### src/rtl/imem_fetch_ctrl_if.sv
// Fetch-controller bus: ROM port, redirect request, and decode-side handshake.
// master = fetch controller, slave = ROM/decode environment.
interface imem_fetch_ctrl_if #(
    parameter int INSTR_WIDTH = 32
);
    logic                   cs_rom;
    logic [INSTR_WIDTH-1:0] pc_addr;
    logic [INSTR_WIDTH-1:0] i_in;
    logic                   redirect_valid;
    logic [INSTR_WIDTH-1:0] redirect_pc;
    logic                   inst_valid;
    logic                   inst_ready;
    logic [INSTR_WIDTH-1:0] inst_data;
    logic [INSTR_WIDTH-1:0] inst_pc;
    logic                   fault;

    modport master (
        output cs_rom, pc_addr, inst_valid, inst_data, inst_pc, fault,
        input  i_in, redirect_valid, redirect_pc, inst_ready
    );

    modport slave (
        input  cs_rom, pc_addr, inst_valid, inst_data, inst_pc, fault,
        output i_in, redirect_valid, redirect_pc, inst_ready
    );
endinterface

### src/rtl/imem_fetch_ctrl.sv
// Instruction-fetch sequencer: owns fetch PC, issues ROM reads into a 2-entry
// prefetch buffer drained by decode; handles redirect/flush and sticky faults.
module imem_fetch_ctrl #(
    parameter int                     INSTR_WIDTH = 32,
    parameter int                     ROM_DEPTH   = 256,
    parameter logic [INSTR_WIDTH-1:0] RESET_PC    = '0
) (
    input  logic              clk,
    input  logic              rst,
    imem_fetch_ctrl_if.master bus
);
    localparam logic [INSTR_WIDTH-1:0] LAST_PC = INSTR_WIDTH'(ROM_DEPTH - 4);

    typedef enum logic [1:0] {IDLE, FETCH, FAULT} state_t;

    typedef struct packed {
        logic [INSTR_WIDTH-1:0] word;
        logic [INSTR_WIDTH-1:0] pc;
    } entry_t;

    state_t                 state_q, state_d;
    logic [INSTR_WIDTH-1:0] fetch_pc_q, fetch_pc_d;
    logic [1:0]             count_q, count_d;
    entry_t                 ent_q [2];
    entry_t                 ent_d [2];

    logic pop, redir, issue, flush, wr_idx;

    assign pop   = (count_q != 2'd0) & bus.inst_ready;
    assign redir = bus.redirect_valid & (state_q != FAULT);

    always_ff @(posedge clk or posedge rst) begin
        if (rst) begin
            state_q    <= IDLE;
            fetch_pc_q <= RESET_PC;
            count_q    <= 2'd0;
            ent_q[0]   <= '0;
            ent_q[1]   <= '0;
        end else begin
            state_q    <= state_d;
            fetch_pc_q <= fetch_pc_d;
            count_q    <= count_d;
            ent_q[0]   <= ent_d[0];
            ent_q[1]   <= ent_d[1];
        end
    end

    // Redirect outranks everything; a misaligned target faults and leaves fetch_pc alone.
    always_comb begin
        state_d    = state_q;
        fetch_pc_d = fetch_pc_q;
        issue      = 1'b0;
        flush      = 1'b0;
        if (redir) begin
            flush = 1'b1;
            if (bus.redirect_pc[1:0] != 2'b00) begin
                state_d = FAULT;
            end else begin
                state_d    = FETCH;
                fetch_pc_d = bus.redirect_pc;
            end
        end else begin
            unique case (state_q)
                IDLE:  state_d = FETCH;
                FETCH: begin
                    if (count_q != 2'd2 || pop) begin
                        // Range check precedes issue so a wrapped PC never reaches the ROM.
                        if (fetch_pc_q > LAST_PC) begin
                            state_d = FAULT;
                        end else begin
                            issue      = 1'b1;
                            fetch_pc_d = fetch_pc_q + INSTR_WIDTH'(4);
                        end
                    end
                end
                default: state_d = state_q;
            endcase
        end
    end

    // Head is always slot 0; a pop shifts slot 1 down before the new word lands.
    always_comb begin
        ent_d[0] = ent_q[0];
        ent_d[1] = ent_q[1];
        count_d  = count_q;
        wr_idx   = 1'b0;
        if (flush) begin
            count_d = 2'd0;
        end else begin
            if (pop) begin
                ent_d[0] = ent_q[1];
                count_d  = count_q - 2'd1;
            end
            if (issue) begin
                wr_idx        = count_d[0];
                ent_d[wr_idx] = '{word: bus.i_in, pc: fetch_pc_q};
                count_d       = count_d + 2'd1;
            end
        end
    end

    assign bus.cs_rom     = issue;
    assign bus.pc_addr    = fetch_pc_q;
    assign bus.inst_valid = (count_q != 2'd0);
    assign bus.inst_data  = (count_q != 2'd0) ? ent_q[0].word : '0;
    assign bus.inst_pc    = (count_q != 2'd0) ? ent_q[0].pc   : '0;
    assign bus.fault      = (state_q == FAULT);
endmodule

### src/flat_wrapper.sv
// flat-port wrapper written by rule: the top's interface ports become plain ports
module imem_fetch_ctrl_flat 
#(
    parameter int                     INSTR_WIDTH = 32,
    parameter int                     ROM_DEPTH   = 256,
    parameter logic [INSTR_WIDTH-1:0] RESET_PC    = '0
)
  (clk, rst, bus_cs_rom, bus_pc_addr, bus_inst_valid, bus_inst_data, bus_inst_pc, bus_fault, bus_i_in, bus_redirect_valid, bus_redirect_pc, bus_inst_ready);
  imem_fetch_ctrl_if #(.INSTR_WIDTH(INSTR_WIDTH)) bus_i ();
  input  logic clk;
  input  logic rst;
  output wire logic [$bits(bus_i.cs_rom)-1:0] bus_cs_rom;
  output wire logic [$bits(bus_i.pc_addr)-1:0] bus_pc_addr;
  output wire logic [$bits(bus_i.inst_valid)-1:0] bus_inst_valid;
  output wire logic [$bits(bus_i.inst_data)-1:0] bus_inst_data;
  output wire logic [$bits(bus_i.inst_pc)-1:0] bus_inst_pc;
  output wire logic [$bits(bus_i.fault)-1:0] bus_fault;
  input wire logic [$bits(bus_i.i_in)-1:0] bus_i_in;
  input wire logic [$bits(bus_i.redirect_valid)-1:0] bus_redirect_valid;
  input wire logic [$bits(bus_i.redirect_pc)-1:0] bus_redirect_pc;
  input wire logic [$bits(bus_i.inst_ready)-1:0] bus_inst_ready;
  assign bus_cs_rom = bus_i.cs_rom;
  assign bus_pc_addr = bus_i.pc_addr;
  assign bus_inst_valid = bus_i.inst_valid;
  assign bus_inst_data = bus_i.inst_data;
  assign bus_inst_pc = bus_i.inst_pc;
  assign bus_fault = bus_i.fault;
  assign bus_i.i_in = bus_i_in;
  assign bus_i.redirect_valid = bus_redirect_valid;
  assign bus_i.redirect_pc = bus_redirect_pc;
  assign bus_i.inst_ready = bus_inst_ready;
  imem_fetch_ctrl #(.INSTR_WIDTH(INSTR_WIDTH), .ROM_DEPTH(ROM_DEPTH), .RESET_PC(RESET_PC)) u_core (.clk(clk), .rst(rst), .bus(bus_i));
endmodule
### config.mk
export PLATFORM = sky130hd
export DESIGN_NAME = imem_fetch_ctrl_flat
export DESIGN_NICKNAME = d
export VERILOG_FILES = /design/src/rtl/imem_fetch_ctrl_if.sv /design/src/rtl/imem_fetch_ctrl.sv /design/src/flat_wrapper.sv
export SDC_FILE = /design/constraint.sdc
export NUM_CORES = 1
export LEC_CHECK = 0
export CORE_UTILIZATION = 40
export CTS_CLUSTER_SIZE = 10
export DETAILED_ROUTE_END_ITERATION = 10
export PLACE_DENSITY = 0.78
export REMOVE_ABC_BUFFERS = 1
export SYNTH_ARGS = -nofsm -noshare
export SYNTH_HDL_FRONTEND = slang
export SYNTH_SLANG_ARGS = --single-unit
export TNS_END_PERCENT = 1
### constraint.sdc
create_clock -name clk -period 5.9 [get_ports clk]
set_input_delay 1.18 -clock clk [delete_from_list [all_inputs] [get_ports clk]]
set_output_delay 1.18 -clock clk [all_outputs]
set_load 0.005 [all_outputs]
### Word-level counts from Yosys, hierarchy flattened

Cells that the tools add are included.

* register bits after elaboration: 164
* bits in latches: 0
* memory bits (writable): 0
* ROM bits: 0
* input bits: 68
* output and inout port bits: 99
* logic and storage cells: 63
* memories kept: 0

* add/sub/neg operators: 3
* multipliers: 0
* divide/modulo/power cells: 0
* order comparisons: 3
* equal/unequal tests: 8
* shift-type cells: 0
* muxes and demuxes: 27
* bitwise logic cells: 4
* reductions and logical operators: 11

Operator list (number)
* $mux 32: 7
* $mux 64: 3
* $bwmux 128: 1
* $mux 128: 1
* $demux 64 s1: 1
* $add 32x3->32 const B: 1
* $gt 32x8->1 const B: 1
* $mux 2: 8
* $reduce_bool 2->1: 4
* $ne 2x2->1 const B: 3
* $ne 3x1->1 const B: 2
* $mux 1: 5
* $pmux 2 s2: 1
* $reduce_and 4->1: 1
* $reduce_and 3->1: 1
* $reduce_bool 3->1: 1
* $add 2x1->2 const B: 1
* $and 1x1->1: 2
* $eq 2x1->1 const B: 1
* $eq 2x2->1 const B: 1
* $ge 2x2->1 const B: 1
* $logic_not 2->1: 1
* $lt 2x1->1 const B: 1
* $ne 2x1->1 const B: 1
* 6 further kinds: 6

### Longest topological paths before layout

Gate-level depths: netlist of run 1.

* depth after elaboration: 11
* mapped depth: 9
* gate-level depth less buffers: 8

### Least setup slack after synthesis of run 1

No wires, ideal clock.

* kind: input -> output
* start point: input bus_redirect_valid
* end point: output bus_cs_rom
* data arrival time: 2.452 ns
* data required time: 4.720 ns
* slack: 2.268 ns
* stages on the path: 6
* path buffers: 2
* cells stage by stage: buf_6 nor4_1 nand3_1 or4b_1 buf_4 clkinv_2

* word-level cells in the longest chain between the ends: 2

RTL lines
* start: declaration: RTL line flat_wrapper.sv:19 `input wire logic [$bits(bus_i.redirect_valid)-1:0] bus_redirect_valid;`
* $and 1x1->1: RTL line imem_fetch_ctrl.sv:30 `assign redir = bus.redirect_valid & (state_q != FAULT);`
* $mux 1: RTL line imem_fetch_ctrl.sv:54 `if (redir) begin`
* end: declaration: RTL line flat_wrapper.sv:12 `output wire logic [$bits(bus_i.cs_rom)-1:0] bus_cs_rom;`

Every way passes these cells.

### Worst setup path after layout of run 1

Ends and elaborated chain as after synthesis.

==> results_dict.tcl, run 1 <==
set metrics [dict create \
    status "completed" \
    grt_overflow_total 0 \
    root_buffer "clkbuf_16" \
    vias 5559 \
    drtIter0Drc 328 \
    syn_area_per_cell_um2 11.5 \
    crit_family "simple AND/OR/NAND/NOR gates" \
    floorplan.initialDensity_pct 40.8 \
    clock_latency_ns 0.42 \
    die_x_um 137 \
    path_buf_inv 3 \
    synth_seq_cells 164 \
    hold_slack_ns 0.487 \
    timing.fmax_ghz 0.205 \
    synthCells 636 \
    postSynth.asyncResetShare_pct 100 \
    cts-resized-gates 0 \
    n_antenna_cell 0 \
    yosysMostFrequentCell "dfrtp_1" \
    cts_tree "yes" \
    ys_top_cells_by_count "dfrtp_1 (164), nor2b_1 (89), o221a_2 (42)" \
    finalWorstSetupSlack_ns 1.03 \
    vias_per_cell 5.39 \
    nFillCells 1603 \
    critical_path.cell_chain "clkdlybuf4s50_1 -> nor4_1 -> nand3_1 -> or4b_1 -> clkinv_2 -> clkdlybuf4s50_1" \
    port_buffers 166 \
    maxCapViolations 0 \
    cts_buffers 17 \
    syn-cell-area_mm2 0.00732 \
    wl_per_cell_um 17.7 \
    fin_crit_sh_pct 82.5 \
    slew_violations 0 \
    core-area_mm2 0.0180 \
    synth_area_leaders "dfrtp_1 (56%), nor2b_1 (7.6%), o221a_2 (6.5%)" \
    drive_gt1_share_pct 22.3 \
    place.gp.congestion 0.844 \
    grt.total_usage_pct 20.2 \
    die_height_um 137 \
    p_per_area_mw_per_mm2 380 \
    cp_common_cell "clkdlybuf4s50_1" \
    swShare_pct 29.0 \
    end_kind "output pin" \
    setup_viol 0 \
    ios 167 \
    switchingPower_mw 1.08 \
    clk_pin_slew_ns 0.06 \
    irDropWorstVdd_mv 0.189 \
    slowest_delay_ns 0.80 \
    critical_path_required_ns 4.72 \
    min_period_ns 4.87 \
    startpoint_type "input pin" \
    yosys.area.top_type "dfrtp_1" \
    critical_path_class "in -> out" \
    cp_max_fo 9 \
    cpMaxStageDelayCell "or4b_1" \
    leakage_nw 4.34 \
    sequentialPowerShare_pct 38.3 \
    clockPowerShare_pct 30.1 \
    hold_class "reg -> reg" \
    arrival_ns 3.69 \
    detail-route-antenna-nets 0 \
    place_hpwl_um 11400 \
    fin_nets 861 \
    antenna_found_initial 0 \
    rows 49 \
    synth_edf_count 0 \
    postCtsSetupBuffers 0 \
    area_growth_pct 34.2 \
    grt_pass1_wl_um 29300 \
    slew_headroom_pct 34.8 \
    dpl_worst_slack_ns 1.07 \
    yosysSeqAreaShare_pct 56.0 \
    power_frac_comb_pct 31.6 \
    drtPass1Iterations 4 \
    dieArea_mm2 0.0189 \
    grt_start_max_net_pins 165 \
    synth_ff_type "dfrtp_1" \
    final_hold_viol_count 0 \
    netlist.area_leader.share_pct 56.0 \
    cts_max_level 4 \
    grt_setup_unrepaired "no" \
    multiInputGateArea_mm2 0.00302 \
    hold_buffers 0 \
    ctsLongestPathBuffers 2 \
    grt_pass1_vias 5530 \
    finalPower_mw 3.73 \
    cts.sinks 164 \
    regArea_mm2 0.00410 \
    finClkSkew_ns 0.0142 \
    worstMarginPinSlew_ns 0.978 \
    drc_errors 0 \
    yosysWarnings 0 \
    internal_power_mw 2.65 \
    synthDistinctLibCells 53 \
    wl_um 18200 \
]
## through the flow
| stage | setup TNS, ns | util (%) | instances | instance area [um2] |
|---|---|---|---|---|
| final | 0 | 54.7 | 1032 | 9830 |
| after global routing | 0 | 54.7 | 1032 | 9830 |
| after CTS | 0 | 54.7 | 1032 | 9830 |
| after detailed placement | 0 | 51.4 | 1000 | 9230 |
| after global placement | 0 | 51.4 | 1000 | 9230 |
| after floorplan | -33.42 | - | 593 | 7130 |
## per-layer routing
metal | share of wire, % | global-route usage [%] | vias up
li1 | - | - | 2589
met1 | 46 | 27.4 | 2794
met2 | 48 | 32.0 | 149
met3 | 4.3 | 3.94 | 27
met4 | 2.0 | 7.51 | 0
met5 | 0 | 0 | -
## worst paths after layout
path / start / end / slack [ns] / cells past startpoint
setup / recovery: bus_redirect_valid / bus_cs_rom / 1.03 / 6
hold / removal: register / u_core.ent_q[88] / 0.49 / 1
setup reg to reg: u_core.count_q[0] / register / 2.36 / 8
hold reg to reg: register / u_core.ent_q[88] / 0.49 / 1
max in group asynchronous: rst / u_core.ent_q[71] / 3.79 / 3
min in group asynchronous: rst / u_core.ent_q[82] / 1.31 / 3
## cells in the final DEF, fill, tap and decap left out, types with 4 or more instances in the layout
| cell | netlist | layout |
|---|---|---|
| clkdlybuf4s50_1 | 0 | 166 |
| dfrtp_1 | 164 | 164 |
| nor2b_1 | 89 | 89 |
| o221a_2 | 42 | 42 |
| mux2_2 | 41 | 41 |
| nand2_1 | 40 | 40 |
| or2_2 | 40 | 40 |
| nor2_1 | 25 | 25 |
| a22o_1 | 25 | 25 |
| clkbuf_16 | 0 | 17 |
| a21oi_1 | 14 | 13 |
| nand4_1 | 11 | 11 |
| buf_4 | 5 | 11 |
| nand3_1 | 11 | 10 |
| inv_1 | 11 | 10 |
| o21ai_0 | 9 | 9 |
| nor4_1 | 6 | 6 |
| o22ai_1 | 6 | 6 |
| and2_1 | 5 | 5 |
| nor3_1 | 6 | 5 |
| a31oi_1 | 5 | 5 |
| inv_6 | 0 | 4 |
## layout make-up
cell class                 count  area share, %
inverter                      12          0.522
tap                          229           2.92
clock buffer                  19           4.61
clock inverter                13           1.50
multi-input combinational    417           30.7
sequential                   164           41.8
timing repair buffer         178           18.0
## power by group through the flow
stage	clock network (mW)	logic, mW	registers, mW
global route	1.19	1.29	1.45
detailed placement	0	1.20	1.44
CTS	1.15	1.20	1.43
finish	1.12	1.18	1.43
global placement	0	1.17	1.44
floorplan	0	0.610	1.40
## worst register-to-register path, cell delays in order, from the launching register on
cell and delay [ns]:
dfrtp_1 0.42, inv_1 0.23, ha_2 0.23, buf_4 0.58
nor2b_1 0.20, or3_1 0.40, a2111oi_4 0.32, buf_4 0.60
mux2_2 0.44
## cell families (layout without fill, tap and decap cells)
group | Yosys count | in the layout | synth area share [%]
flops | 164 | 164 | 56.0
fa+ha+maj | 3 | 3 | 0.513
compound gates | 127 | 127 | 15.0
buf+inv | 55 | 222 | 3.28
simple gates | 243 | 243 | 18.5
xor+xnor | 1 | 1 | 0.120
mux | 43 | 43 | 6.58
(Power assumes the default switching activity.)
==> inputs of run 2 (changes only) <==
Clock period 5.9 ns to 4.05 ns, I/O delays scaled along.
==> run 2 against run 1 <==
Sequential power rose by 45%. Global-route usage fell by 0.43 points. Core utilization rose by 0.10 points. Critical endpoint unchanged.
==> results_dict.tcl, run 2 (synthesis results as in run 1) <==
set metrics [dict create \
    status "completed" \
    startpoint_type "register" \
    place.gp.congestion 0.899 \
    clk_pin_slew_ns 0.06 \
    rows 49 \
    r2r_setup_slack_ns 0.75 \
    reg2reg_from "u_core.count_q[0]" \
    met2_usage_pct 30.2 \
    grt_use_met3_pct 3.46 \
    final_area_mm2 0.00985 \
    clock_latency_ns 0.42 \
    grt_overflow_total 0 \
    dp_cells 1004 \
    cts.sinks 164 \
    vias_per_cell 5.37 \
    die_height_um 137 \
    ios 167 \
    hold_slack_ns 0.492 \
    root_buffer "clkbuf_16" \
    power_frac_comb_pct 31.8 \
    antenna_found_initial 0 \
    ctsLongestPathBuffers 2 \
    tns_ns 0 \
    dpl_worst_slack_ns 0.399 \
    startpoint "u_core.bus.pc_addr[17]" \
    hold_class "reg -> reg" \
    slew_headroom_pct 18.9 \
    setup_viol 0 \
    internal_power_mw 3.79 \
    detail-route-antenna-nets 0 \
    irDropWorstVdd_mv 0.288 \
    cts_max_level 4 \
    final_common_cell "clkdlybuf4s50_1" \
    crit_path_end "bus_cs_rom" \
    p_per_area_mw_per_mm2 543 \
    port_buffers 166 \
    cts_tree "yes" \
    swShare_pct 29.2 \
    cts-resized-gates 0 \
    grt_pass1_vias 5374 \
    rr_worst_depth 8 \
    clockPowerShare_pct 29.4 \
    drc_errors 0 \
    critical_path_required_ns 3.24 \
    final_hold_viol_count 0 \
    dieArea_mm2 0.0189 \
    min_period_ns 3.69 \
    timing.fmax_ghz 0.271 \
    drtIter0Drc 342 \
    cp_max_fo 5 \
    end_kind "output pin" \
    grt_start_max_net_pins 70 \
    switchingPower_mw 1.56 \
    drive_gt1_share_pct 22.6 \
    finClkSkew_ns 0.0132 \
    layout_common_cells "clkdlybuf4s50_1 (166), dfrtp_1 (164), nor2b_1 (89)" \
    cts_buffers 17 \
    grt.total_usage_pct 19.8 \
    postCtsSetupBuffers 0 \
    n_antenna_cell 0 \
    vias 5564 \
    area_growth_pct 34.4 \
    met1_usage_pct 27.8 \
    die_x_um 137 \
    maxCapViolations 0 \
    wl_um 17800 \
    sequentialPowerShare_pct 38.8 \
    place_hpwl_um 11400 \
    fin_nets 865 \
    grt_busiest_layer "met2" \
    grt_setup_unrepaired "no" \
    core-area_mm2 0.0180 \
    dpl_cell_area_mm2 0.00927 \
    finalPower_mw 5.35 \
    fin_crit_sh_pct 91.0 \
    grt_pass1_wl_um 28600 \
    fin_cells 1036 \
    finalWorstSetupSlack_ns 0.363 \
    floorplan.initialDensity_pct 40.8 \
    drtPass1Iterations 5 \
    final_util_pct 54.8 \
    worstMarginPinSlew_ns 1.22 \
    arrival_ns 2.88 \
    leakage_nw 4.34 \
    wl_per_cell_um 17.2 \
    critical_path_class "reg -> out" \
    slew_violations 0 \
    hold_buffers 0 \
]
run 2: changes by cell type in the layout (fill, tap and decap cells not counted):
cell	delta
buf_4	+3
clkbuf_1	+1
buf_12	+1
clkinvlp_4	+1
bufinv_16	-1
clkinv_2	-1
run 2: layout make-up:
class,instances,area (um2)
flip-flops and latches,164,4100
clock buffers,20,457
well taps,229,287
clock inverters,12,120
fillers,1565,8120
inverters,12,51.3
repair buffers,182,1810
multi-input cells,417,3020
run 2: metal layers:
layer	routed length, um	vias up	part of all wire, %
met5	0	-	0
met4	386	0	2.2
met3	777	25	4.4
met2	8360	171	47
met1	8330	2764	47
li1	-	2604	-
run 2: worst max-delay path, cell delays in order (launching register included):
cell	delay [ns]
dfrtp_1	0.42
nor4b_1	0.41
nand4_1	0.38
or4b_1	0.65
clkinv_2	0.11
clkdlybuf4s50_1	0.50
run 2: power groups by stage:
stage               Combinational [mW]  Clock [mW]  Sequential [mW]
floorplan                        0.888           0             2.04
global placement                  1.70           0             2.10
detailed placement                1.73           0             2.09
CTS                               1.73        1.61             2.07
global route                      1.88        1.68             2.11
finish                            1.70        1.57             2.08
run 2: worst min-delay path by stage:
stage / slack [ns] / to / start / cells past startpoint
floorplan: 0.46 / u_core.ent_q[72] / u_core.ent_q[72] / 1
global placement: 0.48 / u_core.ent_q[85] / u_core.ent_q[85] / 1
detailed placement: 0.48 / u_core.ent_q[79] / register / 1
CTS: 0.50 / u_core.ent_q[81] / u_core.ent_q[81] / 1
global route: 0.51 / u_core.ent_q[79] / u_core.ent_q[79] / 1
finish: 0.49 / u_core.ent_q[81] / u_core.ent_q[81] / 1
==> inputs of run 3 (changes only) <==
Settings changed: CORE_MARGIN set to 5.
==> run 3 against run 2 <==
Non-clock buffer count unchanged. Sequential power about the same. First-iteration DRC count unchanged. Worst hold slack improved by 0.0013 ns. Clock power about the same. Combinational power about the same.
==> results_dict.tcl, run 3 (synthesis results as in run 1) <==
set metrics [dict create \
    p_per_area_mw_per_mm2 546 \
    fin_nets 865 \
    critical_path_required_ns 3.24 \
    cts_max_level 4 \
    swShare_pct 30.4 \
    drtPass1Iterations 5 \
    sequentialPowerShare_pct 38.8 \
    arrival_ns 3.05 \
    cts.sinks 164 \
    vias_per_cell 5.44 \
    grt.total_usage_pct 17.7 \
    timing.fmax_ghz 0.259 \
    min_period_ns 3.86 \
    final_hold_viol_count 0 \
    layout_common_cells "clkdlybuf4s50_1 (166), dfrtp_1 (164), nor2b_1 (89)" \
    switchingPower_mw 1.63 \
    clockPowerShare_pct 29.3 \
    finClkSkew_ns 0.0137 \
    dpl_worst_slack_ns 0.370 \
    irDropWorstVdd_mv 0.296 \
    grt_start_max_net_pins 81 \
    ctsLongestPathBuffers 2 \
    fin_crit_sh_pct 95.3 \
    clock_latency_ns 0.42 \
    vias 5631 \
    nFillCells 1564 \
    die_height_um 145 \
    port_buffers 166 \
    final_util_pct 54.7 \
    slew_headroom_pct 30.3 \
    grt_pass1_vias 5667 \
    hold_buffers 0 \
    ios 167 \
    cts_tree "yes" \
    rows 49 \
    area_growth_pct 34.6 \
    detail-route-antenna-nets 0 \
    power_frac_comb_pct 31.9 \
    drive_gt1_share_pct 22.7 \
    worstMarginPinSlew_ns 1.04 \
    end_kind "output pin" \
    core-area_mm2 0.0180 \
    grt_overflow_total 0 \
    maxCapViolations 0 \
    antenna_found_initial 0 \
    hold_class "reg -> reg" \
    tns_ns 0 \
    floorplan.initialDensity_pct 40.6 \
    internal_power_mw 3.74 \
    die_x_um 145 \
    n_antenna_cell 0 \
    cts-resized-gates 0 \
    wl_per_cell_um 18.1 \
    grt_pass1_wl_um 30800 \
    place.gp.congestion 0.910 \
    clk_pin_slew_ns 0.07 \
    place_hpwl_um 12300 \
    leakage_nw 4.36 \
    wl_um 18700 \
    grt_setup_unrepaired "no" \
    final_common_cell "clkdlybuf4s50_1" \
    cp_max_fo 35 \
    critical_path_class "reg -> out" \
    status "completed" \
    startpoint_type "register" \
    finalWorstSetupSlack_ns 0.189 \
    cts_buffers 17 \
    drc_errors 0 \
    setup_viol 0 \
    slew_violations 0 \
    drtIter0Drc 342 \
    dieArea_mm2 0.0211 \
    root_buffer "clkbuf_16" \
    postCtsSetupBuffers 0 \
]
-- run 3: cell count changes in the layout (fill, tap and decap cells not counted), sizes merged --
cell	before	now
bufinv	1	0
clkbuf	20	18
clkinvlp	4	1
inv	15	21
-- run 3: per-layer routing --
layer | vias up | routed length [um] | track usage [%]
li1 | 2595 | - | -
met1 | 2805 | 8460 | 24.7
met2 | 194 | 8570 | 26.9
met3 | 37 | 1130 | 3.74
met4 | 0 | 552 | 7.51
met5 | - | 0 | 0
-- run 3: power groups by stage --
stage	clock network [mW]	registers, mW	logic, mW
floorplan	0	2.04	0.888
finish	1.57	2.09	1.72
global route	1.69	2.12	1.89
detailed placement	0	2.10	1.75
CTS	1.61	2.08	1.75
global placement	0	2.10	1.73
-- run 3: through the flow --
| stage | std cells | area, um2 | power [mW] | hold slack, ns |
|---|---|---|---|---|
| 6_report | 1036 | 9860 | 5.38 | 0.493 |
| 5_1_grt | 1036 | 9860 | 5.70 | 0.508 |
| 4_1_cts | 1036 | 9860 | 5.45 | 0.490 |
| 3_5_place_dp | 1004 | 9280 | 3.85 | 0.473 |
| 3_3_place_gp | 1004 | 9280 | 3.83 | 0.475 |
| 2_1_floorplan | 593 | 7130 | 2.93 | 0.458 |
-- run 3: layout make-up --
type,count,area [um2],area share [%]
Timing Repair Buffer,182,1820,18.5
Inverter,12,51.3,0.521
Sequential cell,164,4100,41.6
Clock inverter,14,135,1.37
Clock buffer,18,439,4.46
Tap cell,229,287,2.91
Multi-Input combinational cell,417,3020,30.6
-- run 3: worst paths after layout --
path / depth (start not counted) / end / slack [ns] / from
min in group asynchronous: 2 / u_core.bus.pc_addr[18] / 0.90 / rst
setup reg to reg: 7 / register / 0.92 / u_core.count_q[0]
hold / removal: 1 / u_core.ent_q[86] / 0.49 / u_core.ent_q[86]
setup / recovery: 7 / bus_cs_rom / 0.19 / u_core.count_q[0]
hold reg to reg: 1 / u_core.ent_q[86] / 0.49 / u_core.ent_q[86]
max in group asynchronous: 3 / async pin / 2.40 / rst
-- run 3: worst max-delay path, cell delays in order (launching register included) --
cell and delay [ns]:
dfrtp_1 0.41, inv_1 0.16, ha_2 0.42, nand2b_1 0.30, nand2_1 0.14, or4b_1 0.57
clkinv_2 0.12, clkdlybuf4s50_1 0.51
